$ cat src/rtl/prio_encoder_rr.sv
// prio_encoder_rr: registered N-input priority arbiter with fixed or round-robin winner selection and a valid/ready output
module prio_encoder_rr #(
   parameter int N    = 8,
   parameter int IDXW = 3
) (
   input  logic            clk,
   input  logic            rst_n,
   input  logic            en,
   input  logic            rr_mode,
   input  logic [N-1:0]    req,
   input  logic            out_ready,
   output logic            out_valid,
   output logic [N-1:0]    gnt,
   output logic [IDXW-1:0] gnt_idx
);
   localparam logic [IDXW-1:0] LAST = IDXW'(N - 1);
   logic            valid_q, valid_d;
   logic [N-1:0]    gnt_q, gnt_d;
   logic [IDXW-1:0] idx_q, idx_d, ptr_q, ptr_d;
   logic [IDXW-1:0] fx_w, rr_w, rr_cur, w;
   logic            rr_found, accept, load;
   // fixed priority: ascending scan so the highest set index is the last to overwrite
   always_comb begin
      fx_w = '0;
      for (int i = 0; i < N; i++)
         if (req[i]) fx_w = IDXW'(i);
   end
   // round-robin: scan downward from ptr with wrap, first set bit wins
   always_comb begin
      rr_w     = '0;
      rr_found = 1'b0;
      rr_cur   = ptr_q;
      for (int k = 0; k < N; k++) begin
         if (!rr_found && req[rr_cur]) begin
            rr_w     = rr_cur;
            rr_found = 1'b1;
         end
         rr_cur = (rr_cur == '0) ? LAST : rr_cur - IDXW'(1);
      end
   end
   // next state: a stalled grant holds; otherwise load a new winner or go idle
   always_comb begin
      accept  = !valid_q || out_ready;
      load    = accept && en && (req != '0);
      w       = rr_mode ? rr_w : fx_w;
      valid_d = accept ? load : valid_q;
      gnt_d   = accept ? (load ? (N'(1) << w) : '0) : gnt_q;
      idx_d   = accept ? (load ? w : '0) : idx_q;
      ptr_d   = (load && rr_mode) ? ((w == '0) ? LAST : w - IDXW'(1)) : ptr_q;
   end
   // state registers with synchronous active-low reset
   always_ff @(posedge clk) begin
      if (!rst_n) begin
         valid_q <= 1'b0;
         gnt_q   <= '0;
         idx_q   <= '0;
         ptr_q   <= LAST;
      end else begin
         valid_q <= valid_d;
         gnt_q   <= gnt_d;
         idx_q   <= idx_d;
         ptr_q   <= ptr_d;
      end
   end
   assign out_valid = valid_q;
   assign gnt       = gnt_q;
   assign gnt_idx   = idx_q;
endmodule

$ cat config.mk
export PLATFORM = sky130hd
export DESIGN_NAME = prio_encoder_rr
export DESIGN_NICKNAME = d
export VERILOG_FILES = /design/src/rtl/prio_encoder_rr.sv
export SDC_FILE = /design/constraint.sdc
export NUM_CORES = 1
export LEC_CHECK = 0
export ABC_CLOCK_PERIOD_IN_PS = 9650
export CAP_MARGIN = 20
export CORE_MARGIN = 5
export CORE_UTILIZATION = 45
export DETAILED_ROUTE_END_ITERATION = 8
export PLACE_DENSITY = 0.67
export SYNTH_ARGS = -nofsm -noshare
export SYNTH_HDL_FRONTEND = slang
export SYNTH_SLANG_ARGS = --single-unit
$ cat constraint.sdc
create_clock -name clk -period 9.65 [get_ports clk]
set_clock_uncertainty 0.2 [all_clocks]
set_input_delay 1.93 -clock clk [delete_from_list [all_inputs] [get_ports clk]]
set_output_delay 1.93 -clock clk [all_outputs]
set_load 0.03 [all_outputs]
==> results.txt <==
The number of buffers and inverters on the critical path is 2. The initial core utilization is 47.0%, and the post-route core utilization is 53.4%. Clock tree synthesis selected as its root buffer the cell clkbuf_8. TritonCTS built the clock tree. The number of buffers added to fix hold violations after cts was 0. The number of global-route vias before repair was 2305. The clock latency on the worst-skew pair is 0.25 ns. The worst register-to-register path begins at ptr_q[0]$_SDFFE_PN1P_. The average size of a mapped cell is 7.22 sq um, and the share of post-route cells with drive strength above 1 is 9.20%. From synthesis to final layout, the design area changed by 13.5%. In this design, the stage delay of the slowest critical-path cell is 0.62 ns. The logs give 1 for the count of H-tree levels built during CTS and 2.80 ns for the flop-to-flop setup slack. The total of flip-flops plus latches after synthesis came out at 15. The routed design could run at a clock period as short as 6.85 ns. The critical path start-end classification was reg2reg. Of the total synthesized cell area, the portion taken by XOR and XNOR cells is 0.387%. The worst setup path endpoint is ptr_q[0]$_SDFFE_PN1P_. In this run, the combinational gates consume 77.0% of the power. The maximum fanout along the worst path came out at 18. The run gives 71 as the number of library cell types mapped by synthesis.

Routability-driven placement finished with a final weighted congestion of 0.959. The internal power of the cells totals 0.000263 W. The signal on the critical path passes through inv_1 -> ha_1 -> nand2b_1 -> nand2_1 -> clkinv_1 -> ha_1 -> or4_4 -> nand3_2 -> a21oi_1 -> nor2_1 -> xor2_1 -> mux4_2 -> or4_4 -> nor3_1 -> nor2_1 -> o21ai_0 -> nand2b_1 -> ha_1 -> o41ai_1 -> a21oi_1. The logs give 19 for the maximum number of pins on one net before global-route repair and 504 for the number of fill cells in the layout. The most common library cell in the layout ignoring fill and taps is nand2_1.

The flow ran to the end, and the final reports show no timing, DRC or antenna violations. The analysis attributes to net switching a power of 0.000301 W. Max-slew headroom at the worst pin: 53.2%. The initial antenna violation count was 0; the peak ir drop on the vdd network was 0.116 mV.

The share of the Yosys chip area taken by registers is 13.3%. The pre-antenna-repair detailed-routing pass consisted of 5 iterations. Switching share of power: 53.4%. Fraction of the cycle the final worst path needs: 71.0%.

The tree built by TritonCTS fans out to 15 sinks. The floorplan step set the die width to 81.0 um. After the first detailed-routing iteration, the DRC count stood at 211. Number of gates resized after CTS: 0. Broken down by cell family, the worst path's largest delay share belongs to simple AND/OR/NAND/NOR gates.

The synthesized netlist devotes 7.18% of its cell area to adder and majority cells. The run gives 1.02 nW as the standby leakage power. The endpoint of the worst-slack reg-to-reg timing path was ptr_q[0]$_SDFFE_PN1P_. The wire-length estimate of the detail-placed layout is 5460 um. In this run the vertical extent of the chip is 81.0 um. In the routed design, unresolved DRC markers number 0. STA classifies the critical path endpoint as a flip-flop. Counting flops with a built-in enable in the synthesized netlist gives 0. Summed over all layers, the global routing overflow is 0. The combined global-route utilization of all metal layers is 22.3%. For the endpoint required time on the critical path, the log shows 9.59 ns. The part of the power in registers is 13.6%, and the number of ports placed on the die boundary is 25.

Per report_power, the clock group accounts for 9.4% of the total. The die covers 0.00655 sq mm. Setup repair after global routing left no endpoint under its margin.

The slowest stage of the critical path belongs to the cell mux4_2. Derived from the worst setup path, the maximum achievable clock frequency is 146 MHz. The async set or reset register ratio after synthesis works out to 0%. For the accumulated negative setup slack, the log shows 0 ns. The startpoint type of the worst setup path was a flip-flop.

Dividing the detail-routed via count by the number of cells gives 6.37. The fraction of the mapped netlist area in simple logic gates was 30.9%; the measured slew at the worst slew-check pin was 0.702 ns. The run gives 6.79 ns as the critical path data arrival time.

The floorplan has 25 rows. The logs give 3 for the number of buffers inserted during clock tree synthesis and 0 for the number of diodes added for antenna fixing. The worst hold path belongs to the class reg2reg. Clock-pin slew was measured on the worst setup and hold paths at 0.07 ns. Setup violations remaining at the end of the flow were counted as 0. Max-cap violations in this run came to 0. Synthesis produced a netlist whose cell count is 314. Count of vias placed by the detailed router: 2502. The tools report the post-CTS setup buffer count as 0. At the end of the flow, the number of nets in the layout was 353.

In this run the power density over the cells is 219 mW/mm^2. Yosys printed 0 warnings. After detailed routing, the average wire length per cell comes to 17.6 um.

The run gives 340 as the total nets after synthesis. The top cell types in the final layout, fill and taps aside, are nand2_1, nor2_1, clkdlybuf4s50_1. Counting buffers and inverters, the worst setup path is 20 cells deep. The detailed-route wire length was 6930 um; the remaining antenna violation count was 0. The logs give 0.00482 sq mm for the core footprint and 0.00227 sq mm for the combined area of all synthesized cells.

The count of buffers added on input and output ports is 24. Counting along the longest clock path gives a buffer depth of 2. Count of cells along the worst register-to-register path: 20. In this run the worst setup path begins at ptr_q[0]$_SDFFE_PN1P_.

The first global-routing pass estimated 11500 um of wire. For this run, the leading register cell type out of synthesis is dfxtp_1. By area, the combinational part of the netlist is dominated by simple AND/OR/NAND/NOR gates. The max-slew violation count is 0. The mux share of post-synthesis cell area was 11.6%.

Among the stages of the critical path, the cell type that occurs most often is ha_1. The number of failing hold endpoints at the final stage was 0; the fraction of the mapped netlist area in compound gates was 30.4%.
==> cells in the mapped netlist, types with 3 or more instances <==
| library cell | number | share of area [%] |
|---|---|---|
| mux2i_1 | 6 | 2.7 |
| nor3_1 | 9 | 2.0 |
| mux4_2 | 8 | 8.0 |
| o21ai_1 | 11 | 2.4 |
| ha_1 | 13 | 7.2 |
| clkbuf_1 | 10 | 1.7 |
| and3_1 | 4 | 1.1 |
| a211oi_1 | 3 | 0.99 |
| nand2_1 | 36 | 6.0 |
| nor2b_1 | 7 | 1.9 |
| a21o_1 | 5 | 1.7 |
| o21ai_0 | 19 | 4.2 |
| inv_2 | 3 | 0.50 |
| buf_2 | 5 | 1.1 |
| nor2_1 | 25 | 4.1 |
| dfxtp_1 | 15 | 13 |
| o211ai_1 | 4 | 1.3 |
| nor4_1 | 4 | 1.1 |
| o22ai_1 | 3 | 0.83 |
| inv_1 | 16 | 2.7 |
| nand3_1 | 15 | 3.3 |
| nand2b_1 | 6 | 1.7 |
| a21oi_1 | 17 | 3.8 |
| and2_1 | 7 | 1.9 |
| or4_1 | 3 | 0.99 |
==> routing by layer <==
layer	part of all wire (%)	wire length, um	track usage [%]
met1	46	3160	31.5
met2	43	3010	34.1
met3	8.4	584	3.66
met4	2.6	180	7.94
met5	0	0	0
==> final cells by class <==
class / count / area (sq um) / area share, %
clock buffer: 3 / 41.3 / 1.61
inverter: 20 / 75.1 / 2.92
multi-input combinational: 263 / 1820 / 70.9
clock inverter: 1 / 7.51 / 0.292
sequential: 15 / 300 / 11.7
tap: 67 / 83.8 / 3.26
timing repair buffer: 24 / 240 / 9.34
==> worst min-delay path by stage <==
stage          cells past startpoint                     to                  start  slack, ns
5_1_grt                            2    gnt[3]$_SDFFE_PN0N_    gnt[3]$_SDFFE_PN0N_       0.28
2_1_floorplan                      2  ptr_q[1]$_SDFFE_PN1P_  ptr_q[1]$_SDFFE_PN1P_       0.31
3_5_place_dp                       2    gnt[2]$_SDFFE_PN0N_    gnt[2]$_SDFFE_PN0N_       0.24
3_3_place_gp                       2    gnt[7]$_SDFFE_PN0N_    gnt[7]$_SDFFE_PN0N_       0.24
4_1_cts                            2    gnt[3]$_SDFFE_PN0N_    gnt[3]$_SDFFE_PN0N_       0.25
6_report                           2    gnt[2]$_SDFFE_PN0N_    gnt[2]$_SDFFE_PN0N_       0.25
==> registers in the layout (all words and copies together) (netlist names) <==
name / count
ptr_q: 3
out_valid: 1
gnt_idx: 3
gnt: 8
==> kinds of logic after synthesis <==
logic type	after synthesis
AO/OA/AOI/OAI	99
flip-flops	15
adder cells (fa/ha/maj)	13
AND/OR/NAND/NOR	134
buffers and inverters	36
XOR/XNOR	1
multiplexers	16
==> stage by stage <==
stage	hold WS [ns]	setup slack [ns]	total power, W	std cells	cell area, sq um
floorplan	0.306	4.02	0.000404	314	2270
global placement	0.237	3.09	0.000503	389	2520
detailed placement	0.243	2.89	0.000501	389	2520
CTS	0.255	2.88	0.000555	393	2570
global route	0.281	2.24	0.000610	393	2570
finish	0.251	2.80	0.000565	393	2570
==> worst register-to-register path, cell delays in order (launching register included) <==
cell,delay [ns]
dfxtp_1,0.54
inv_1,0.32
ha_1,0.37
nand2b_1,0.26
nand2_1,0.32
clkinv_1,0.41
ha_1,0.53
or4_4,0.61
nand3_2,0.12
a21oi_1,0.13
nor2_1,0.23
xor2_1,0.41
mux4_2,0.62
or4_4,0.48
nor3_1,0.15
nor2_1,0.05
o21ai_0,0.14
nand2b_1,0.16
ha_1,0.25
o41ai_1,0.37
a21oi_1,0.07
==> power groups by stage <==
stage	combinational (W)	sequential (W)	clock (W)
finish	0.000435	0.0000768	0.0000532
global route	0.000474	0.0000781	0.0000573
CTS	0.000425	0.0000767	0.0000537
detailed placement	0.000423	0.0000779	0
global placement	0.000425	0.0000779	0
floorplan	0.000323	0.0000811	0
Note: power is estimated with default switching activity, not from simulation.
